**src/rtl/sync_scheduler.sv**
```systemverilog
// Pipelined FIFO-to-homography sync controller. Keeps up to DEPTH coordinate queries in flight and
// pairs in-order engine returns with buffered DVI pixels. A bypass mode copies DVI straight to CCD.
module sync_scheduler #(
  parameter int unsigned COORD_W = 10,
  parameter int unsigned IN_C_W  = 8,
  parameter int unsigned R_W     = 5,
  parameter int unsigned G_W     = 6,
  parameter int unsigned B_W     = 5,
  parameter int unsigned DEPTH   = 4,
  parameter int unsigned CNT_W   = 16
) (
  input  logic                            clk_25,
  input  logic                            rst,
  input  logic [2*COORD_W+3*IN_C_W-1:0]   q,
  input  logic                            rdempty,
  output logic                            rdclk,
  output logic                            rdreq,
  input  logic                            bypass,
  output logic [COORD_W-1:0]              query_x,
  output logic [COORD_W-1:0]              query_y,
  output logic                            start,
  input  logic [COORD_W-1:0]              return_x,
  input  logic [COORD_W-1:0]              return_y,
  input  logic [R_W-1:0]                  r,
  input  logic [G_W-1:0]                  g,
  input  logic [B_W-1:0]                  b,
  input  logic                            ready,
  output logic                            val,
  output logic [COORD_W-1:0]              sync_x,
  output logic [COORD_W-1:0]              sync_y,
  output logic [R_W-1:0]                  dvi_r,
  output logic [G_W-1:0]                  dvi_g,
  output logic [B_W-1:0]                  dvi_b,
  output logic [R_W-1:0]                  ccd_r,
  output logic [G_W-1:0]                  ccd_g,
  output logic [B_W-1:0]                  ccd_b,
  output logic [$clog2(DEPTH):0]          outstanding,
  output logic [CNT_W-1:0]                mismatch_cnt,
  output logic                            debug,
  output logic                            proto_err
);

  localparam int unsigned AW = $clog2(DEPTH);
  localparam int unsigned OW = AW + 1;
  localparam int unsigned CW3 = 3 * IN_C_W;
  localparam logic [AW:0] DepthCnt = OW'(DEPTH);

  typedef enum logic [1:0] {StRun, StDrain, StByp} state_e;

  state_e state_q;

  logic [COORD_W-1:0] q_x, q_y;
  logic [R_W-1:0]     q_r;
  logic [G_W-1:0]     q_g;
  logic [B_W-1:0]     q_b;
  logic               unused_q_lsbs;

  // Colour fields keep their MSBs; the dropped LSBs are deliberately ignored.
  assign q_x = q[CW3+COORD_W +: COORD_W];
  assign q_y = q[CW3 +: COORD_W];
  assign q_r = q[3*IN_C_W-1 -: R_W];
  assign q_g = q[2*IN_C_W-1 -: G_W];
  assign q_b = q[IN_C_W-1 -: B_W];
  assign unused_q_lsbs = ^q;

  logic [COORD_W-1:0] pend_x_q [DEPTH];
  logic [COORD_W-1:0] pend_y_q [DEPTH];
  logic [R_W-1:0]     pend_r_q [DEPTH];
  logic [G_W-1:0]     pend_g_q [DEPTH];
  logic [B_W-1:0]     pend_b_q [DEPTH];
  logic [AW-1:0]      head_q, tail_q;
  logic [AW:0]        outstanding_q;

  logic               start_q, val_q, debug_q, proto_err_q;
  logic [COORD_W-1:0] query_x_q, query_y_q, sync_x_q, sync_y_q;
  logic [R_W-1:0]     dvi_r_q, ccd_r_q;
  logic [G_W-1:0]     dvi_g_q, ccd_g_q;
  logic [B_W-1:0]     dvi_b_q, ccd_b_q;
  logic [CNT_W-1:0]   mismatch_cnt_q;

  logic ret, issue, byp_pop, head_mismatch;

  always_comb begin
    ret     = ready && (outstanding_q != '0);
    issue   = 1'b0;
    byp_pop = 1'b0;
    if (!rst && !rdempty) begin
      case (state_q)
        // A return in the same cycle frees a slot, so a full buffer can still issue.
        StRun:   issue = !bypass && ((outstanding_q < DepthCnt) || ret);
        StByp:   byp_pop = bypass;
        default: ;
      endcase
    end
  end

  assign head_mismatch = (pend_x_q[head_q] != return_x) || (pend_y_q[head_q] != return_y);

  assign rdclk = clk_25;
  assign rdreq = issue | byp_pop;

  always_ff @(posedge clk_25) begin
    if (issue) begin
      pend_x_q[tail_q] <= q_x;
      pend_y_q[tail_q] <= q_y;
      pend_r_q[tail_q] <= q_r;
      pend_g_q[tail_q] <= q_g;
      pend_b_q[tail_q] <= q_b;
    end
  end

  always_ff @(posedge clk_25) begin
    if (rst) begin
      state_q        <= StRun;
      head_q         <= '0;
      tail_q         <= '0;
      outstanding_q  <= '0;
      start_q        <= 1'b0;
      val_q          <= 1'b0;
      query_x_q      <= '0;
      query_y_q      <= '0;
      sync_x_q       <= '0;
      sync_y_q       <= '0;
      dvi_r_q        <= '0;
      dvi_g_q        <= '0;
      dvi_b_q        <= '0;
      ccd_r_q        <= '0;
      ccd_g_q        <= '0;
      ccd_b_q        <= '0;
      mismatch_cnt_q <= '0;
      debug_q        <= 1'b0;
      proto_err_q    <= 1'b0;
    end else begin
      start_q <= issue;
      val_q   <= ret | byp_pop;

      if (issue) begin
        query_x_q <= q_x;
        query_y_q <= q_y;
        tail_q    <= tail_q + AW'(1);
      end

      if (ret) begin
        head_q   <= head_q + AW'(1);
        sync_x_q <= return_x;
        sync_y_q <= return_y;
        dvi_r_q  <= pend_r_q[head_q];
        dvi_g_q  <= pend_g_q[head_q];
        dvi_b_q  <= pend_b_q[head_q];
        ccd_r_q  <= r;
        ccd_g_q  <= g;
        ccd_b_q  <= b;
        if (head_mismatch) begin
          debug_q <= 1'b1;
          if (mismatch_cnt_q != '1) begin
            mismatch_cnt_q <= mismatch_cnt_q + CNT_W'(1);
          end
        end
      end else if (ready) begin
        proto_err_q <= 1'b1;
      end

      if (byp_pop) begin
        sync_x_q <= q_x;
        sync_y_q <= q_y;
        dvi_r_q  <= q_r;
        dvi_g_q  <= q_g;
        dvi_b_q  <= q_b;
        ccd_r_q  <= q_r;
        ccd_g_q  <= q_g;
        ccd_b_q  <= q_b;
      end

      case ({issue, ret})
        2'b10:   outstanding_q <= outstanding_q + OW'(1);
        2'b01:   outstanding_q <= outstanding_q - OW'(1);
        default: ;
      endcase

      case (state_q)
        StRun:   if (bypass) state_q <= StDrain;
        StDrain: begin
          if (!bypass) begin
            state_q <= StRun;
          end else if (outstanding_q == '0) begin
            state_q <= StByp;
          end
        end
        StByp:   if (!bypass) state_q <= StRun;
        default: state_q <= StRun;
      endcase
    end
  end

  assign query_x      = query_x_q;
  assign query_y      = query_y_q;
  assign start        = start_q;
  assign val          = val_q;
  assign sync_x       = sync_x_q;
  assign sync_y       = sync_y_q;
  assign dvi_r        = dvi_r_q;
  assign dvi_g        = dvi_g_q;
  assign dvi_b        = dvi_b_q;
  assign ccd_r        = ccd_r_q;
  assign ccd_g        = ccd_g_q;
  assign ccd_b        = ccd_b_q;
  assign outstanding  = outstanding_q;
  assign mismatch_cnt = mismatch_cnt_q;
  assign debug        = debug_q;
  assign proto_err    = proto_err_q;

endmodule
```
**config.mk**
```make
export PLATFORM = sky130hd
export DESIGN_NAME = sync_scheduler
export DESIGN_NICKNAME = d
export VERILOG_FILES = /design/src/rtl/sync_scheduler.sv
export SDC_FILE = /design/constraint.sdc
export NUM_CORES = 1
export LEC_CHECK = 0
export CELL_PAD_IN_SITES_DETAIL_PLACEMENT = 2
export CELL_PAD_IN_SITES_GLOBAL_PLACEMENT = 2
export CORE_ASPECT_RATIO = 0.8
export CORE_MARGIN = 5
export CORE_UTILIZATION = 31
export DETAILED_ROUTE_END_ITERATION = 8
export GPL_TIMING_DRIVEN = 0
export PLACE_DENSITY_LB_ADDON = 0.1
export SLEW_MARGIN = 25
export SYNTH_ARGS = -nofsm -noshare
export SYNTH_HDL_FRONTEND = slang
export SYNTH_SLANG_ARGS = --single-unit
```
**constraint.sdc**
```tcl
create_clock -name clk_25 -period 2.6 [get_ports clk_25]
set_input_delay 0.52 -clock clk_25 [delete_from_list [all_inputs] [get_ports clk_25]]
set_output_delay 0.52 -clock clk_25 [all_outputs]
set_load 0.1 [all_outputs]
```
# After elaboration in Yosys (flattened, before gate mapping)
# Memories as Yosys holds them, arrays and structs flattened. A register that Yosys moved wholly into a read port is not among the register bits.
# Cells that the tools add are included.
[totals]
word_cells = 98
memories = 5
regBits = 101
mem_bits_rw = 144
[classes]
mux = 38
n_eq_ne = 10
reduce_logical = 17
n_bitwise = 3
add_sub_neg = 5
magnitude_cmp = 1
[mem_list]
columns = ["memory", "words", "word_bits", "read_ports", "rd_clocked_by_memory_dff", "wr", "line", "source"]
rows = [
  ["pend_x_q", 4, 10, 1, 1, 1, "66", "logic [COORD_W-1:0] pend_x_q [DEPTH];"],
  ["pend_y_q", 4, 10, 1, 1, 1, "67", "logic [COORD_W-1:0] pend_y_q [DEPTH];"],
  ["pend_g_q", 4, 6, 1, 1, 1, "69", "logic [G_W-1:0] pend_g_q [DEPTH];"],
  ["pend_b_q", 4, 5, 1, 1, 1, "70", "logic [B_W-1:0] pend_b_q [DEPTH];"],
  ["pend_r_q", 4, 5, 1, 1, 1, "68", "logic [R_W-1:0] pend_r_q [DEPTH];"],
]
[op_table]
columns = ["op", "count"]
rows = [
  ["$mux W10", 4],
  ["$mux W5", 8],
  ["$mux W2", 14],
  ["$mux W6", 4],
  ["$ne A10 B10 Y1", 2],
  ["$add A16 B1 Y16 const B", 1],
  ["$ne A16 B16 Y1 const B", 1],
  ["$mux W1", 6],
  ["$pmux W2 S3", 1],
  ["$pmux W3 S2", 1],
  ["$reduce_and A3 Y1", 2],
  ["$add A2 B1 Y2 const B", 2],
  ["$eq A2 B1 Y1 const B", 2],
  ["$eq A2 B2 Y1 const B", 2],
  ["$ne A2 B2 Y1 const B", 2],
  ["$reduce_and A2 Y1", 2],
  ["$reduce_bool A2 Y1", 2],
  ["$add A3 B1 Y3 const B", 1],
  ["$logic_and A1 B1 Y1", 3],
  ["$logic_not A1 Y1", 3],
  ["$logic_not A3 Y1", 1],
  ["$lt A3 B3 Y1 const B", 1],
  ["$ne A3 B3 Y1 const B", 1],
  ["$reduce_bool A3 Y1", 1],
  ["other kinds (5)", 7],
]

# Longest topological paths before layout
# Gate-level depths: netlist of the first run.
[depth]
word_depth = 8
depth_mapped = 11

==> summary.md, run 1 <==
| Metric | Value |
|---|---|
| Status | `complete, but fails checks` |
| Violated checks | `setup timing` |
| Synth unique cells | `just over 40` |
| Syn_nets | `~840` |
| Core Footprint | `30,600 µm²` |
| Post-Synthesis Cells | `750` |
| Grt ovf | `0` |
| Fin util | `~44%` |
| PwrDens | `around 860 nW/µm²` |
| First-pass GRT wire length | `slightly above 50 mm` |
| Actual slew at the worst max-slew pin | `1.04 ns` |
| Register bit count reported by yosys | `around 250` |
| Crit. End Element | `flop` |
| DRT iter0 DRCs | `approximately 460` |
| Pins over their slew limit | `0` |
| Routed len/inst | `about 24 µm` |
| Commonest cells after routing, fill and taps aside | `nand2_1 (157), edfxtp_1 (144), dfxtp_1 (98)` |
| Worst-path fanout max | `8` |
| Cell Count, Final, Fillers Out | `1,416` |
| Syn avg cell area | `roughly 13 µm²` |
| Hold Violations, Final | `0` |
| Via-to-Cell Ratio | `5.00` |
| Layout Nets | `around 1,100` |
| Gp weighted congestion | `0.702` |
| Most used DFF post-synth | `edfxtp_1` |
| Total wire length | `about 34 mm` |
| Share of cells above drive strength 1 | `16.5%` |
| YS warnings | `0` |
| Starting Density | `about a third` |
| CTS Hold Bufs | `0` |
| Final WS setup | `-0.103 ns` |
| Max cap viols | `0` |
| Crit path kind | `reg -> reg` |
| Hpwl dp | `around 22 mm` |
| Final ANT Viol Nets | `0` |
| Die ar. | `roughly 35,000 µm²` |
| Asr flop ratio synth | `0%` |
| Die H | `168 µm` |
| Arrival time of the worst setup path | `3.24 ns` |
| Slew headroom | `a little under a third` |
| Total Routing Usage GR | `between 10% and 20%` |
| Initial antenna violation count | `0` |
| Via count | `~7,000` |
| Row count | `57` |
| Clk_skew | `0.0137 ns` |
| TritonRoute pass-1 iters | `4` |
| Cell count after placement | `around 1,300` |
| Endpoints failing setup | `14` |
| Area after DPL | `between 10,000 and 15,000 µm²` |
| Worst min path class | `in -> reg` |
| Vias in the first global route | `approximately 7,900` |
| Most common cell after layout, fill and taps aside | `nand2_1` |
| Post-synth EDFFs | `roughly 140` |
| Hold WS | `0.206 ns` |
| Fin crit period | `between 2 and 3 ns` |
| Largest net degree at the start of global routing | `19` |
| Final Total Pwr | `11.4 mW` |
| Clock-pin slew of the registers on the worst-case setup and hold paths | `about 0.060 ns` |
| Fmax | `about 0.37 GHz` |
| Diode count | `0` |
| Tcrit/Tclk final | `104%` |
| Critical Path Start Type | `flop` |
| Remaining DRCs | `0` |
| Port-buffer cells | `approximately 170` |
| Sequential area share after synthesis | `66.1%` |
| Worst skew pair latency | `around 0.66 ns` |
| VDD IR max | `0.962 mV` |
| Lkg Pwr | `slightly below 5 nW` |
| Die Wd | `a little over 200 µm` |
| I/O Pins | `182` |
| Area grow syn2layout | `37.8%` |
| Fin area | `about 13,000 µm²` |
| CTS tree | `built` |
| Post-Syn Area | `~9700 µm²` |
| Critical path required time | `around 3.1 ns` |
| RSZ-0062 raised after global routing | `yes` |
synth_stat cells, types with 2 or more instances:
library cell    n  area share (%)
and3_1          4            0.26
nand2b_1        2            0.13
xor2_1         15             1.4
nor2b_1         9            0.58
nor3b_1         4            0.31
nand3_1         9            0.47
a21oi_1        30             1.6
ha_1            6            0.78
nor2_1         42             1.6
nor3_1          7            0.36
mux2_2          4            0.47
buf_2           4            0.21
clkbuf_1       32             1.2
o21ai_0        21             1.1
mux2_1          6            0.70
mux4_2         36             8.4
xnor2_1        10            0.91
and2_1          5            0.32
nor4_1          5            0.32
inv_1           9            0.35
or3_1           5            0.32
nand2_1       158             6.1
edfxtp_1      144              45
or4_1           2            0.16
buf_4           2            0.16
buf_6           2            0.23
a31oi_1        32             2.1
a311oi_1       20             1.8
buf_1           7            0.27
dfxtp_1       103              21
nand4_1         5            0.32
routing by layer:
| metal | GRT usage, % | routed length, µm |
|---|---|---|
| met3 | 4.00 | 1450 |
| met5 | 0 | 0 |
| met1 | 26.5 | 15800 |
| met4 | 4.08 | 536 |
| met2 | 31.1 | 15800 |
through the flow:
stage / setup TNS (ns) / setup slack [ns]
floorplan: -0.0863 / -0.0720
detailed placement: -190.69 / -1.97
finish: -0.880 / -0.103
global placement: -232.67 / -2.00
CTS: -2.88 / -0.228
global route: -2.75 / -0.210
repair_timing:
action,in CTS,in global routing
pin swaps,19,18
gates cloned,5,1
gates resized for setup,161,30
buffers inserted,13,13
setup endpoints to repair,274,172
layout make-up:
type | count | area (µm²)
Clock buffer | 44 | 855
Sequential cell | 247 | 6400
Buffer | 44 | 287
Timing Repair Buffer | 199 | 1880
Fill cell | 3060 | 17300
Inverter | 10 | 42.5
Clock inverter | 9 | 95.1
Multi-Input combinational cell | 450 | 3240
Tap cell | 413 | 517
path summary, 6_finish.rpt:
kind	start	endpoint	slack (ns)	depth (start not counted)
worst min register to register	query_y[1]$_SDFFE_PP0P_	query_y[1]$_SDFFE_PP0P_	0.46	2
worst min-delay path	ready	proto_err$_SDFFE_PP0P_	0.21	3
worst max-delay path	flop	mismatch_cnt[5]$_SDFFE_PP0P_	-0.10	11
worst max register to register	flop	mismatch_cnt[5]$_SDFFE_PP0P_	-0.10	11
where the power goes:
part           total (mW)  switching (mW)  internal (mW)
clock network        4.21            1.73           2.47
registers            4.45           0.112           4.33
logic                2.80            1.99          0.808
total                11.4            3.83           7.61
cell families (layout without fill, tap and decap cells):
kind of cell | count (synthesis) | count (layout) | share of synthesized area (%)
xor gates and xnor gates | 25 | 25 | 2.27
buffers and inverters | 57 | 306 | 2.50
muxes | 46 | 46 | 9.55
DFF | 247 | 247 | 66.1
adders and majority gates | 7 | 7 | 0.984
and+or+nand+nor | 260 | 264 | 11.6
AOI/OAI and AO/OA | 108 | 108 | 7.00
registers in the layout, indices dropped and copies added, names as in the netlist, 5 cells and up, named ones only:
name,cells
pend_x_q,40
pend_y_q,40
pend_g_q,24
pend_b_q,20
pend_r_q,20
mismatch_cnt,16
query_x,10
query_y,10
sync_x,10
sync_y,10
ccd_g,6
dvi_g,6
ccd_b,5
ccd_r,5
dvi_b,5
dvi_r,5
worst max-delay path: stages (launching register included):
cell and delay, ns:
dfxtp_2 0.34, buf_12 0.13, buf_12 0.14, mux4_2 0.54, xor2_2 0.18, nor4_4 0.27
nand3_2 0.14, nor3_4 0.17, buf_12 0.15, buf_8 0.12, nor3_1 0.07, mux2_1 0.32
No activity file was read; power rests on OpenSTA's default activity.
==> run 2: changes to the inputs <==
==> config.mk (replaced) <==
export PLATFORM = sky130hd
export DESIGN_NAME = sync_scheduler
export DESIGN_NICKNAME = d
export VERILOG_FILES = /design/src/rtl/sync_scheduler.sv
export SDC_FILE = /design/constraint.sdc
export NUM_CORES = 1
export LEC_CHECK = 0
export CORE_ASPECT_RATIO = 0.8
export CORE_MARGIN = 5
export CORE_UTILIZATION = 34
export DETAILED_ROUTE_END_ITERATION = 8
export GPL_TIMING_DRIVEN = 0
export SLEW_MARGIN = 25
export SYNTH_ARGS = -nofsm -noshare
export SYNTH_HDL_FRONTEND = slang
export SYNTH_SLANG_ARGS = --single-unit
==> run 2 against run 1 <==
  * The run still ends with setup timing left
  * Sequential power hardly changed
  * Maximum frequency is 0.64% lower
  * Clock power is 3% lower
  * First-iteration DRC count is 16% higher
  * Core utilization is 2.8 points higher
  * Via count is 2.7% lower
  * Wire length is 19% lower
  * Flip-flop and latch count stayed put
  * Die area is 8.4% lower
  * Global-route usage is 1.9 points lower
==> summary.md, run 2 (synthesis gave the netlist of run 1 again) <==
| Metric | Value |
|---|---|
| Status | `complete, but fails checks` |
| Violated checks | `setup timing` |
| Pre-CTS WS | `-1.91 ns (+0.0634 ns)` |
| Worst-path cell chain | `buf_12, buf_12, buf_8, mux4_2, xor2_2, nor4_1, nand3_1, nor3_4, buf_6, buf_6, nor3_1, mux2_1` |
| Fmax | `0.368 GHz (-0.64%)` |
| First-pass GRT wire length | `42.3 mm (-17%)` |
| Worst reg-to-reg path cell count | `12 (+1)` |
| Worst-path fanout max | `8 (unchanged)` |
| DRT iter0 DRCs | `532 (+16%)` |
| Combinational share of power | `23.9% (-0.5 points)` |
| Diode count | `0 (unchanged)` |
| Starting Density | `34.3% (+2.7 points)` |
| PwrDens | `860 nW/µm² (about the same)` |
| Clock power frac | `36.6% (about the same)` |
| Total Routing Usage GR | `17.1% (-1.9 points)` |
| Lkg Pwr | `4.71 nW (-2.5%)` |
| Worst skew pair latency | `0.65 ns (about the same)` |
| Via count | `6,897 (-2.7%)` |
| CTS tree | `built` |
| Cell count after placement | `1,293 (-3.2%)` |
| Slew headroom | `31.3% (+0.14 points)` |
| Pins over their slew limit | `0 (unchanged)` |
| Crit-path max cell delay | `0.54 ns (about the same)` |
| Remaining DRCs | `0 (unchanged)` |
| TritonRoute pass-1 iters | `5 (+1)` |
| Final ANT Viol Nets | `0 (unchanged)` |
| Hpwl dp | `18.3 mm (-16%)` |
| Grt ovf | `0 (unchanged)` |
| Total wire length | `27.3 mm (-19%)` |
| Crit path buf inv count | `5 (+1)` |
| Actual slew at the worst max-slew pin | `1.03 ns (-0.00211 ns)` |
| Row count | `55 (-3.5%)` |
| Endpoints failing setup | `11 (-3)` |
| Power share of the sequential group | `39.5% (+0.7 points)` |
| Crit. End Element | `flop` |
| Worst hold endpoint | `mismatch_cnt[10]$_SDFFE_PP0P_` |
| P_int | `7.51 mW (-1.4%)` |
| Critical path required time | `3.11 ns (-0.03 ns)` |
| Final WS setup | `-0.121 ns (-0.0174 ns)` |
| Fin area | `13,000 µm² (-2.0%)` |
| Final Total Pwr | `11.2 mW (-2.0%)` |
| Crit path kind | `reg -> reg` |
| Reg2reg setup slack | `-0.12 ns (-0.02 ns)` |
| Largest regs | `pend_x_q x40, pend_y_q x40, pend_g_q x24` |
| Commonest cells after routing, fill and taps aside | `nand2_1 (157), edfxtp_1 (144), dfxtp_1 (98)` |
| Area after DPL | `11,900 µm² (-0.45%)` |
| Largest net degree at the start of global routing | `37 (+18)` |
| Initial antenna violation count | `0 (unchanged)` |
| Core Footprint | `28,100 µm² (-8.0%)` |
| Share of cells above drive strength 1 | `14.9% (-1.5 points)` |
| Hold Violations, Final | `0 (unchanged)` |
| Clk_skew | `0.0268 ns (+0.0131 ns)` |
| Fin crit period | `2.72 ns (+0.0174 ns)` |
| Min-Delay Path Depth | `3 (unchanged)` |
| Hold WS | `0.413 ns (+0.206 ns)` |
| Gp weighted congestion | `0.776 (+11%)` |
| Most common cell after layout, fill and taps aside | `nand2_1` |
| RSZ-0062 raised after global routing | `yes` |
| P_sw | `3.71 mW (-3.1%)` |
| Die Wd | `198 µm (-4.3%)` |
| Max cap viols | `0 (unchanged)` |
| Fin util | `46.3% (+2.8 points)` |
| Routed len/inst | `20.1 µm (-15%)` |
| Clock-pin slew of the registers on the worst-case setup and hold paths | `0.06 ns (about the same)` |
| Via-to-Cell Ratio | `5.07 (+1.4%)` |
| Die ar. | `31,900 µm² (-8.4%)` |
| Die H | `161 µm (-4.2%)` |
| Crit path max-delay family | `multiplexers` |
| Worst min path class | `in -> reg` |
| VDD IR max | `0.746 mV (-22%)` |
| Slowest cell on crit path | `mux4_2` |
| Hold path start | `rst` |
| Setup TNS | `-0.947 ns (-0.0676 ns)` |
| Layout Nets | `1,062 (-1.2%)` |
| Vias in the first global route | `7,035 (-11%)` |
| Arrival time of the worst setup path | `3.23 ns (about the same)` |
| Switch share | `33.1% (-0.39 points)` |
| I/O Pins | `182 (unchanged)` |
| R2r endpoint | `mismatch_cnt[11]$_SDFFE_PP0P_` |
| Port-buffer cells | `173 (unchanged)` |
| CTS Hold Bufs | `0 (unchanged)` |
| Cell Count, Final, Fillers Out | `1,360 (-4.0%)` |
| Tcrit/Tclk final | `105% (+0.67 points)` |
| Critical Path Start Type | `flop` |
| Area grow syn2layout | `35.0%` |
==> run 2: layer usage <==
layer	GRT usage, %	vias up	wire (µm)
li1	-	3198	-
met1	25.6	3441	12900
met2	25.4	223	12100
met3	4.49	35	1810
met4	3.42	0	566
met5	0	-	0
==> run 2: power by group through the flow <==
stage | logic, mW | registers [mW] | clock network [mW]
global route | 2.84 | 4.45 | 4.38
CTS | 2.65 | 4.43 | 4.20
finish | 2.69 | 4.43 | 4.10
detailed placement | 2.66 | 4.52 | 0.172
floorplan | 0.813 | 5.59 | 0.145
global placement | 2.65 | 4.51 | 0.172
==> run 2: how the worst max path moves through the flow <==
stage	startpoint	to	depth (start not counted)
after floorplan	ready	outstanding[2]$_SDFFE_PP0P_	11
after global placement	rst	rdreq	8
after detailed placement	rst	rdreq	8
after CTS	flop	mismatch_cnt[11]$_SDFFE_PP0P_	11
after global routing	flop	mismatch_cnt[4]$_SDFFE_PP0P_	12
final	flop	mismatch_cnt[11]$_SDFFE_PP0P_	12
==> run 2: worst min-delay path, cell delays in order <==
cell and delay, ns:
dlymetal6s2s_1 0.21, nor2b_1 0.14, mux2_4 0.14
==> run 2: final cells by class <==
| cell class | instances | area, µm² |
|---|---|---|
| buffer | 43 | 235 |
| tap | 370 | 463 |
| clock inverter | 14 | 164 |
| multi-input combinational | 446 | 3180 |
| timing repair buffer | 192 | 1790 |
| clock buffer | 38 | 771 |
| sequential | 247 | 6400 |
| inverter | 10 | 43.8 |
| fill | 2560 | 15100 |
==> run 2: what timing repair did <==
action	in CTS	in global routing
setup buffers	11	8
pin swaps	7	7
cloned	1	0
endpoints found under the setup margin	276	29
gates resized for setup	140	25
